$ cat src/rtl/flag_branch_unit_if.sv
// Flag/branch bus between the Execute stage and the flag_branch_unit.
// The master drives the EX-slot information; the slave returns the
// committed condition codes and the PC redirect.
interface flag_branch_unit_if #(
    parameter int unsigned PC_WIDTH = 16
);
    logic                ex_valid;
    logic                stall;
    logic [3:0]          alu_op;
    logic [2:0]          alu_flag;
    logic [2:0]          br_type;
    logic [PC_WIDTH-1:0] br_target;
    logic                int_save;
    logic                rti_restore;
    logic [2:0]          ccr;
    logic                redirect;
    logic [PC_WIDTH-1:0] redirect_pc;
    logic                squash;

    modport master (
        output ex_valid, stall, alu_op, alu_flag, br_type, br_target,
               int_save, rti_restore,
        input  ccr, redirect, redirect_pc, squash
    );

    modport slave (
        input  ex_valid, stall, alu_op, alu_flag, br_type, br_target,
               int_save, rti_restore,
        output ccr, redirect, redirect_pc, squash
    );
endinterface

$ cat src/rtl/flag_branch_unit.sv
// Execute-stage condition-code register with per-opcode flag write masks,
// jump resolution against the committed CCR, registered PC redirect,
// wrong-path squash window and a single-level interrupt shadow of the CCR.
module flag_branch_unit #(
    parameter int unsigned PC_WIDTH      = 16,
    parameter int unsigned SQUASH_CYCLES = 2
) (
    input logic               clk,
    input logic               rst,
    flag_branch_unit_if.slave bus
);
    localparam logic [2:0] SQ_LOAD = 3'(SQUASH_CYCLES);

    typedef enum logic {
        RUN    = 1'b0,
        SQUASH = 1'b1
    } state_t;

    state_t              state_q, state_d;
    logic [2:0]          cnt_q, cnt_d;
    logic [2:0]          ccr_q;
    logic [2:0]          shadow_q;
    logic                redirect_q;
    logic [PC_WIDTH-1:0] redirect_pc_q;

    logic [2:0]          mask;
    logic [2:0]          clr;
    logic                cond;
    logic                accept;
    logic                taken;
    logic [2:0]          ccr_upd;

    // Flag write mask {N,C,Z}; any branch instruction writes no flags.
    always_comb begin
        mask = '0;
        if (bus.br_type == 3'b000) begin
            case (bus.alu_op)
                4'b0001, 4'b0101, 4'b0110:                     mask = 3'b101;
                4'b0010, 4'b0100, 4'b0111,
                4'b1000, 4'b1011, 4'b1100:                     mask = 3'b111;
                4'b1001, 4'b1010:                              mask = 3'b010;
                default:                                       mask = '0;
            endcase
        end
    end

    // Jump condition tested against the committed CCR, plus the flag to clear.
    always_comb begin
        cond = 1'b0;
        clr  = '0;
        case (bus.br_type)
            3'b001: begin cond = ccr_q[0]; clr = 3'b001; end
            3'b010: begin cond = ccr_q[2]; clr = 3'b100; end
            3'b011: begin cond = ccr_q[1]; clr = 3'b010; end
            3'b100: begin cond = 1'b1;     clr = 3'b000; end
            default: begin cond = 1'b0;    clr = 3'b000; end
        endcase
    end

    // Instruction acceptance and the CCR value an accepted instruction produces.
    always_comb begin
        accept  = bus.ex_valid && (state_q == RUN);
        taken   = accept && cond;
        ccr_upd = ccr_q;
        if (accept) begin
            ccr_upd = (ccr_q & ~mask) | (bus.alu_flag & mask);
            if (taken) begin
                ccr_upd = ccr_upd & ~clr;
            end
        end
    end

    // State register; stall freezes the squash counter along with the state.
    always_ff @(posedge clk) begin
        if (rst) begin
            state_q <= RUN;
            cnt_q   <= '0;
        end else if (!bus.stall) begin
            state_q <= state_d;
            cnt_q   <= cnt_d;
        end
    end

    // Next-state logic: a taken jump opens the squash window, which counts down.
    always_comb begin
        state_d = state_q;
        cnt_d   = cnt_q;
        case (state_q)
            RUN: begin
                if (taken) begin
                    state_d = SQUASH;
                    cnt_d   = SQ_LOAD;
                end
            end
            SQUASH: begin
                cnt_d = cnt_q - 3'd1;
                if (cnt_q <= 3'd1) begin
                    state_d = RUN;
                    cnt_d   = '0;
                end
            end
            default: begin
                state_d = RUN;
                cnt_d   = '0;
            end
        endcase
    end

    // CCR, shadow and redirect registers; restore beats save beats ALU update.
    always_ff @(posedge clk) begin
        if (rst) begin
            ccr_q         <= '0;
            shadow_q      <= '0;
            redirect_q    <= 1'b0;
            redirect_pc_q <= '0;
        end else if (!bus.stall) begin
            if (bus.rti_restore) begin
                ccr_q <= shadow_q;
            end else begin
                ccr_q <= ccr_upd;
                if (bus.int_save) begin
                    shadow_q <= ccr_q;
                end
            end
            redirect_q <= taken;
            if (taken) begin
                redirect_pc_q <= bus.br_target;
            end
        end
    end

    // Outputs come straight from registers.
    always_comb begin
        bus.ccr         = ccr_q;
        bus.redirect    = redirect_q;
        bus.redirect_pc = redirect_pc_q;
        bus.squash      = (state_q == SQUASH);
    end
endmodule

$ cat src/flat_wrapper.sv
// flat-port wrapper written by rule: the top's interface ports become plain ports
module flag_branch_unit_flat 
#(
    parameter int unsigned PC_WIDTH      = 16,
    parameter int unsigned SQUASH_CYCLES = 2
)
  (clk, rst, bus_ex_valid, bus_stall, bus_alu_op, bus_alu_flag, bus_br_type, bus_br_target, bus_int_save, bus_rti_restore, bus_ccr, bus_redirect, bus_redirect_pc, bus_squash);
  flag_branch_unit_if #(.PC_WIDTH(PC_WIDTH)) bus_i ();
  input logic clk;
  input logic rst;
  input wire logic [$bits(bus_i.ex_valid)-1:0] bus_ex_valid;
  input wire logic [$bits(bus_i.stall)-1:0] bus_stall;
  input wire logic [$bits(bus_i.alu_op)-1:0] bus_alu_op;
  input wire logic [$bits(bus_i.alu_flag)-1:0] bus_alu_flag;
  input wire logic [$bits(bus_i.br_type)-1:0] bus_br_type;
  input wire logic [$bits(bus_i.br_target)-1:0] bus_br_target;
  input wire logic [$bits(bus_i.int_save)-1:0] bus_int_save;
  input wire logic [$bits(bus_i.rti_restore)-1:0] bus_rti_restore;
  output wire logic [$bits(bus_i.ccr)-1:0] bus_ccr;
  output wire logic [$bits(bus_i.redirect)-1:0] bus_redirect;
  output wire logic [$bits(bus_i.redirect_pc)-1:0] bus_redirect_pc;
  output wire logic [$bits(bus_i.squash)-1:0] bus_squash;
  assign bus_i.ex_valid = bus_ex_valid;
  assign bus_i.stall = bus_stall;
  assign bus_i.alu_op = bus_alu_op;
  assign bus_i.alu_flag = bus_alu_flag;
  assign bus_i.br_type = bus_br_type;
  assign bus_i.br_target = bus_br_target;
  assign bus_i.int_save = bus_int_save;
  assign bus_i.rti_restore = bus_rti_restore;
  assign bus_ccr = bus_i.ccr;
  assign bus_redirect = bus_i.redirect;
  assign bus_redirect_pc = bus_i.redirect_pc;
  assign bus_squash = bus_i.squash;
  flag_branch_unit #(.PC_WIDTH(PC_WIDTH), .SQUASH_CYCLES(SQUASH_CYCLES)) u_core (.clk(clk), .rst(rst), .bus(bus_i));
endmodule
$ cat config.mk
export PLATFORM = sky130hd
export DESIGN_NAME = flag_branch_unit_flat
export DESIGN_NICKNAME = d
export VERILOG_FILES = /design/src/rtl/flag_branch_unit_if.sv /design/src/rtl/flag_branch_unit.sv /design/src/flat_wrapper.sv
export SDC_FILE = /design/constraint.sdc
export NUM_CORES = 1
export LEC_CHECK = 0
export ABC_AREA = 1
export CORE_MARGIN = 4
export CORE_UTILIZATION = 40
export CTS_CLUSTER_DIAMETER = 120
export DETAILED_ROUTE_END_ITERATION = 8
export PLACE_DENSITY_LB_ADDON = 0.25
export SYNTH_ARGS = -nofsm -noshare
export SYNTH_HDL_FRONTEND = slang
export SYNTH_SLANG_ARGS = --single-unit
$ cat constraint.sdc
create_clock -name clk -period 1.2 [get_ports clk]
set_input_delay 0.18 -clock clk [delete_from_list [all_inputs] [get_ports clk]]
set_output_delay 0.18 -clock clk [all_outputs]
set_load 0.05 [all_outputs]
==> parameters.txt, run 1 <==
Parameter                              Value

Status
  Status    finished with violations
  Violated checks    setup timing

STA
  Setup violation total in the final timing report    23
  Post-layout worst setup margin    -0.0772 ns
  Achievable frequency    783 MHz
  RSZ-0062 raised after global routing    yes
  Slew at the pin closest to its max-slew limit    0.258 ns
  Number of max-slew violations in the final report    0
  Worst hold margin    0.410 ns
  Final clock skew    0.00130 ns
  Final critical-path required period    1.28 ns
  Total Negative Setup Slacks    -0.720 ns
  Worst slew margin relative to its limit    0.828
  Fin crit share    1.06
  Number of hold violations in the final report    0

Setup path
  CP required    1.44 ns
  Worst path cell trace    nor2_4, and3_4, nand3_4, buf_6, a21oi_2, nor2_1
  Stage delay of the slowest cell on the critical path    0.38 ns
  Buffer and inverter count on the worst path    1
  Setup CP Type    flop to flop
  CP startpoint kind    flop
  Critical path capture point type    flop
  Data arrival time of the critical path    1.52 ns
  Delay-heaviest family, CP    simple AND/OR/NAND/NOR gates
  Max FO, Critical Path    6
  Cell type of the slowest stage on the worst timing path    sky130_fd_sc_hd__dfxtp_4

Synth
  Number of instances in the synthesized netlist    196
  Synth cell count leaders    40 x sky130_fd_sc_hd__nand2_1, 29 x sky130_fd_sc_hd__a21oi_1, 27 x sky130_fd_sc_hd__dfxtp_1
  Ys flop type    sky130_fd_sc_hd__dfxtp_1
  Post-synthesis cell type with the largest combined area    sky130_fd_sc_hd__dfxtp_1
  Fraction of post-synthesis cell area in the top cell type by area    0.371
  Number of flops mapped to enable cells by yosys    0
  Yosys warns    0
  Share of synthesized registers carrying an async set or reset    0
  Number of storage elements in the synthesis netlist    27
  Most used standard cell by instance count after synthesis    sky130_fd_sc_hd__nand2_1
  Post-synthesis sequential area ratio    0.371
  Synthesized area divided by synthesized cell count    7.43 um^2
  Largest cells by area after synthesis    sky130_fd_sc_hd__dfxtp_1 37%, sky130_fd_sc_hd__nand2_1 10%, sky130_fd_sc_hd__a21oi_1 10%
  Synthesized cell area    1460 um^2
  Count of unique library cells instantiated by Yosys    19
  Post-Synthesis Net Count    232

Clock tree
  Clock transition at path regs    0.15 ns
  Clock buffer count from CTS    3
  Root buf cell    sky130_fd_sc_hd__clkbuf_4
  Sink count of the clock tree    27
  Worst-skew pair later-pin latency    0.33 ns
  Number of buffers added to fix hold violations after cts    0
  TritonCTS clock tree    done
  Maximum level of the CTS H-tree    1
  Maximum clock insertion buffer count    2

Routing
  Routed Wire Length    4140 um
  Total number of vias    1562
  Detailed Route Iter0 Violations    83
  Antenna Nets Post-Route    0
  Number of optimization iterations in the first detailed-route pass    4
  Routed vias/inst    4.97
  Average detailed-routed wire length per instance    13.2 um
  Residual DRC count    0

Cells and area
  Area Growth Syn to Fin    74.2%
  Number of nets at the end of the flow    305
  Area taken by flip-flops and latches    557 um^2
  Number of diodes added for antenna fixing    0
  Share of final-layout standard cells stronger than drive strength 1    0.343
  Multi-input gate area    801 um^2
  Fillers    254

Place
  Estimated wirelength of the detail-placed design    2930 um
  Final GP Congestion    0.881
  Buffers on Ports    52

Pwr
  Net Sw Frac    0.313
  Net switching component of the power    0.639 mW
  Pwr Total    2.04 mW
  Cell leakage power    1.05 nW
  Power density over cell area    806 nW/um^2
  Share of power burned in registers    0.471
  Design internal power    1.40 mW
  Power share of the clock group    0.198
  Gate power share    0.331
  Worst VDD drop    837 uV

Global route
  Pin count of the biggest net entering global routing    19
  Total GRT Usage    0.179
  Number of global-route vias before repair    1470
  Congestion Overflow GR    0
  Wire length of the first global-routing pass    6410 um
  Number of antenna violations at the first check in global routing    0

Die
  Vert. Die Dim    68.3 um
  Number of placed I/O pins    53
  Initial standard-cell utilization of the core    0.426
  FP Rows    21
  Die Outline Area    4670 um^2
  CORE AREA    3420 um^2
  Chip width    68.3 um

Run
  Number of maximum-capacitance violations    0

Worst hold path
  Hold crit path type    input port to flop
## logic make-up (layout without fill, tap and decap cells)
kind of cell | count (synthesis) | after routing | share of synthesized area
compound gates | 41 | 41 | 0.144
flops | 27 | 27 | 0.371
simple gates | 89 | 89 | 0.286
fa+ha+maj | 4 | 4 | 0.0344
xor+xnor | 1 | 1 | 0.00601
buf+inv | 34 | 106 | 0.158
## timing repair
action,4_1_cts,5_1_grt
cloned,1,1
gates resized for setup,15,28
endpoints found under the hold margin,0,0
buffers inserted,3,1
pin swaps,10,23
setup endpoints to repair,24,26
## tightest hold or removal path, cell delays in order
cell and delay [ns]:
sky130_fd_sc_hd__clkdlybuf4s50_1 0.40, sky130_fd_sc_hd__nand4_1 0.08, sky130_fd_sc_hd__a21oi_1 0.05
## final cells by class
| class | count | area share |
|---|---|---|
| Clock inverter | 1 | 0.00197 |
| Clock buffer | 3 | 0.00888 |
| Multi-Input combinational cell | 135 | 0.316 |
| Inverter | 24 | 0.0355 |
| Timing Repair Buffer | 78 | 0.396 |
| Tap cell | 46 | 0.0227 |
| Sequential cell | 27 | 0.219 |
## through the flow
| stage | worst slack [ns] | instances | utilization | instance area (um^2) |
|---|---|---|---|---|
| 2_1_floorplan | 0.000439 | 196 | - | 1490 |
| 3_3_place_gp | -0.499 | 305 | 0.678 | 2320 |
| 3_5_place_dp | -0.551 | 305 | 0.678 | 2320 |
| 4_1_cts | -0.0492 | 313 | 0.716 | 2440 |
| 5_1_grt | -0.153 | 314 | 0.743 | 2540 |
| 6_report | -0.0772 | 314 | 0.743 | 2540 |
## per-layer routing
metal / global-route usage / part of all wire
met4: 0.0298 / 0.0094
met5: 0 / 0
met1: 0.221 / 0.41
met2: 0.316 / 0.50
met3: 0.0427 / 0.075
## cells in the final DEF (no fill, tap or decap), types with 9 or more instances in the layout
| master | Yosys | final |
|---|---|---|
| sky130_fd_sc_hd__buf_12 | 2 | 23 |
| sky130_fd_sc_hd__clkdlybuf4s50_1 | 0 | 26 |
| sky130_fd_sc_hd__inv_1 | 22 | 20 |
| sky130_fd_sc_hd__nand2_2 | 0 | 11 |
| sky130_fd_sc_hd__dfxtp_1 | 27 | 22 |
| sky130_fd_sc_hd__buf_4 | 0 | 17 |
| sky130_fd_sc_hd__a21oi_2 | 1 | 10 |
| sky130_fd_sc_hd__a21oi_1 | 29 | 20 |
| sky130_fd_sc_hd__nand4_1 | 18 | 18 |
| sky130_fd_sc_hd__nor2_1 | 14 | 12 |
| sky130_fd_sc_hd__nand2_1 | 40 | 29 |
| sky130_fd_sc_hd__o21ai_0 | 10 | 9 |
## flip-flops by register name, summed over array words and instances, names as in the netlist
| name | count |
|---|---|
| u_core.bus.redirect_pc | 16 |
| u_core.bus.ccr | 3 |
| u_core.cnt_q | 3 |
| u_core.shadow_q | 3 |
| u_core.bus.redirect | 1 |
| u_core.bus.squash | 1 |
## final timing paths
check | from | end | slack, ns | depth (start not counted)
worst max-delay path | u_core.bus.squash$_SDFFE_PP0N_ | u_core.cnt_q[0]$_SDFFE_PP0P_ | -0.08 | 6
worst max register to register | u_core.bus.squash$_SDFFE_PP0N_ | u_core.cnt_q[0]$_SDFFE_PP0P_ | -0.08 | 6
worst min register to register | u_core.bus.redirect_pc[1]$_SDFFE_PP0P_ | u_core.bus.redirect_pc[1]$_SDFFE_PP0P_ | 0.51 | 2
worst min-delay path | bus_br_target[5] | u_core.bus.redirect_pc[5]$_SDFFE_PP0P_ | 0.41 | 3
## power by group through the flow
stage               sequential (mW)  combinational, mW  clock (mW)
CTS                           0.962              0.638       0.418
finish                        0.962              0.677       0.405
detailed placement            0.981              0.598           0
global placement              0.980              0.592           0
floorplan                      1.06              0.236           0
global route                  0.967              0.733       0.459
Power figures use the tool's default switching activity.
==> run 2, diff against run 1 <==
ABC_AREA = default   (was 1)
CORE_MARGIN = default   (was 4)
CORE_UTILIZATION = 39   (was 40)
==> parameters.txt, run 2 <==
Parameter                              Value

Status
  Status    finished with violations
  Violated checks    setup timing

Setup path
  CP startpoint kind    flop
  Critical path capture point type    flop
  Minimum setup slack among reg-to-reg paths    -0.23 ns
  Reg-to-Reg Start    u_core.bus.ccr[0]$_SDFFE_PP0P_
  Reg2Reg Capture Point    u_core.cnt_q[1]$_SDFFE_PP0P_
  End point of the critical path    u_core.cnt_q[1]$_SDFFE_PP0P_
  Worst path cell trace    mux2_4, and2_4, o21a_4, o311a_1
  Data arrival time of the critical path    1.68 ns
  Stage delay of the slowest cell on the critical path    0.37 ns
  R2r worst-path depth    4
  Max FO, Critical Path    4
  Setup CP Type    flop to flop
  CP required    1.44 ns
  Worst setup path startpoint    u_core.bus.ccr[0]$_SDFFE_PP0P_
  Cell type of the slowest stage on the worst timing path    sky130_fd_sc_hd__dfxtp_4

STA
  Achievable frequency    697 MHz
  Setup violation total in the final timing report    24
  Post-layout worst setup margin    -0.235 ns
  RSZ-0062 raised after global routing    yes
  Final critical-path required period    1.43 ns
  Worst hold margin    0.337 ns
  Total Negative Setup Slacks    -3.66 ns
  Final clock skew    0.00243 ns
  Fin crit share    1.20
  Slew at the pin closest to its max-slew limit    0.333 ns
  Number of hold violations in the final report    0
  Number of max-slew violations in the final report    0
  Worst slew margin relative to its limit    0.776

Synth
  Post-synthesis cell type with the largest combined area    sky130_fd_sc_hd__dfxtp_1
  Number of instances in the synthesized netlist    165
  Post-synthesis sequential area ratio    0.380
  Largest cells by area after synthesis    sky130_fd_sc_hd__dfxtp_1 38%, sky130_fd_sc_hd__mux2i_1 15%, sky130_fd_sc_hd__nand2_1 9.0%
  Post-Synthesis Net Count    201
  Share of synthesized registers carrying an async set or reset    0
  Number of flops mapped to enable cells by yosys    0
  Synthesized area divided by synthesized cell count    8.62 um^2
  Number of storage elements in the synthesis netlist    27
  Synthesized cell area    1420 um^2
  Most used standard cell by instance count after synthesis    sky130_fd_sc_hd__nand2_1
  Fraction of post-synthesis cell area in the top cell type by area    0.380
  Ys flop type    sky130_fd_sc_hd__dfxtp_1
  Synth cell count leaders    34 x sky130_fd_sc_hd__nand2_1, 27 x sky130_fd_sc_hd__dfxtp_1, 21 x sky130_fd_sc_hd__mux2i_1
  Yosys warns    0
  Count of unique library cells instantiated by Yosys    35

Global route
  Number of global-route vias before repair    1569
  Congestion Overflow GR    0
  Wire length of the first global-routing pass    6820 um
  Pin count of the biggest net entering global routing    34
  Total GRT Usage    0.217
  Number of antenna violations at the first check in global routing    0

Cells and area
  Number of nets at the end of the flow    279
  Number of cells in the finished layout apart from fillers    288
  Leading cell type in the layout, fill and taps excluded    sky130_fd_sc_hd__nand2_1
  Number of diodes added for antenna fixing    0
  Leading cell types in the layout, fill and taps excluded    34 x sky130_fd_sc_hd__nand2_1, 24 x sky130_fd_sc_hd__buf_12, 22 x sky130_fd_sc_hd__clkdlybuf4s50_1
  Share of final-layout standard cells stronger than drive strength 1    0.343
  Final cell area excluding filler cells    2580 um^2
  Area Growth Syn to Fin    81.4%
  Max reg flops    16

Clock tree
  Root buf cell    sky130_fd_sc_hd__clkbuf_4
  Maximum level of the CTS H-tree    1
  Number of buffers added to fix hold violations after cts    0
  Clock transition at path regs    0.15 ns
  Maximum clock insertion buffer count    2
  TritonCTS clock tree    done
  Worst-skew pair later-pin latency    0.34 ns
  Clock buffer count from CTS    3
  Sink count of the clock tree    27

Routing
  Total number of vias    1506
  Detailed Route Iter0 Violations    56
  Residual DRC count    0
  Number of optimization iterations in the first detailed-route pass    4
  Routed Wire Length    4310 um
  Routed vias/inst    5.23
  Antenna Nets Post-Route    0
  Average detailed-routed wire length per instance    15.0 um

Worst hold path
  Hold crit path type    input port to flop
  Worst Hold Depth    4

Die
  Vert. Die Dim    62.4 um
  Initial standard-cell utilization of the core    0.416
  Number of placed I/O pins    53
  FP Rows    21
  Chip width    62.4 um
  CORE AREA    3420 um^2
  Die Outline Area    3890 um^2

Place
  Estimated wirelength of the detail-placed design    3160 um
  Placed Area    2410 um^2
  Final GP Congestion    0.937
  Inst Count DP    280
  Buffers on Ports    52

Pwr
  Power density over cell area    742 nW/um^2
  Worst VDD drop    779 uV
  Cell leakage power    1.05 nW

Run
  Number of maximum-capacitance violations    0
run 2: cell count changes in the layout (fill, tap and decap cells not counted), sizes merged, moves of 6 or more:
cell   delta
a21oi    -21
mux2i    +21
inv      -17
nand4    -16
nand3    -12
nand2     -6
run 2: critical path, delay by kind of cell, from the launching register on:
| family | cells | cell delay [ns] |
|---|---|---|
| AO/OA/AOI/OAI | 2 | 0.54 |
| flip-flops | 1 | 0.37 |
| multiplexers | 1 | 0.28 |
| AND/OR/NAND/NOR | 1 | 0.15 |
run 2: how the worst min path moves through the flow:
stage / start / end / slack (ns)
5_1_grt: bus_stall / u_core.bus.redirect$_SDFFE_PP0N_ / 0.32
6_report: bus_stall / u_core.bus.redirect$_SDFFE_PP0N_ / 0.34
2_1_floorplan: bus_br_target[0] / u_core.bus.redirect_pc[0]$_SDFFE_PP0P_ / 0.32
4_1_cts: bus_br_target[9] / u_core.bus.redirect_pc[9]$_SDFFE_PP0P_ / 0.37
3_5_place_dp: u_core.bus.redirect_pc[9]$_SDFFE_PP0P_ / u_core.bus.redirect_pc[9]$_SDFFE_PP0P_ / 0.48
3_3_place_gp: u_core.bus.redirect_pc[13]$_SDFFE_PP0P_ / u_core.bus.redirect_pc[13]$_SDFFE_PP0P_ / 0.48
run 2: metal layers:
metal / vias up / track usage / share of wire
met5: - / 0 / 0
met2: 56 / 0.391 / 0.52
li1: 725 / - / -
met1: 715 / 0.234 / 0.39
met4: 0 / 0.0872 / 0.018
met3: 10 / 0.0693 / 0.069
run 2: final cells by class:
class / instances / area, um^2
repair buffers: 81 / 1010
multi-input cells: 123 / 886
fillers: 227 / 835
flip-flops and latches: 27 / 556
well taps: 46 / 57.6
inverters: 7 / 41.3
clock buffers: 3 / 22.5
clock inverters: 1 / 5.00
run 2: where the power goes:
group,switching [mW],internal [mW]
clock,0.284,0.126
combinational,0.257,0.310
sequential,0.0203,0.917
run 2: repair_timing:
| action | CTS | global route |
|---|---|---|
| pin swaps | 4 | 10 |
| endpoints found under the hold margin | 0 | 0 |
| setup buffers | 0 | 4 |
| gates cloned | 0 | 0 |
| gates resized for setup | 19 | 24 |
| endpoints found under the setup margin | 25 | 31 |
run 2: stage by stage:
stage,power (mW),utilization,setup slack (ns)
CTS,1.88,0.725,-0.223
finish,1.91,0.756,-0.235
global placement,1.45,0.705,-0.741
global route,2.00,0.756,-0.260
detailed placement,1.47,0.705,-0.762
floorplan,1.18,-,-0.357
run 2: logic make-up after synthesis:
logic type                 count (synthesis)  share of synthesized area
muxes                                     22                      0.158
adders and majority gates                  4                     0.0352
AOI/OAI and AO/OA                         31                      0.151
and+or+nand+nor                           65                      0.213
buffers and inverters                     15                     0.0563
DFF                                       27                      0.380
xor gates and xnor gates                   1                    0.00616
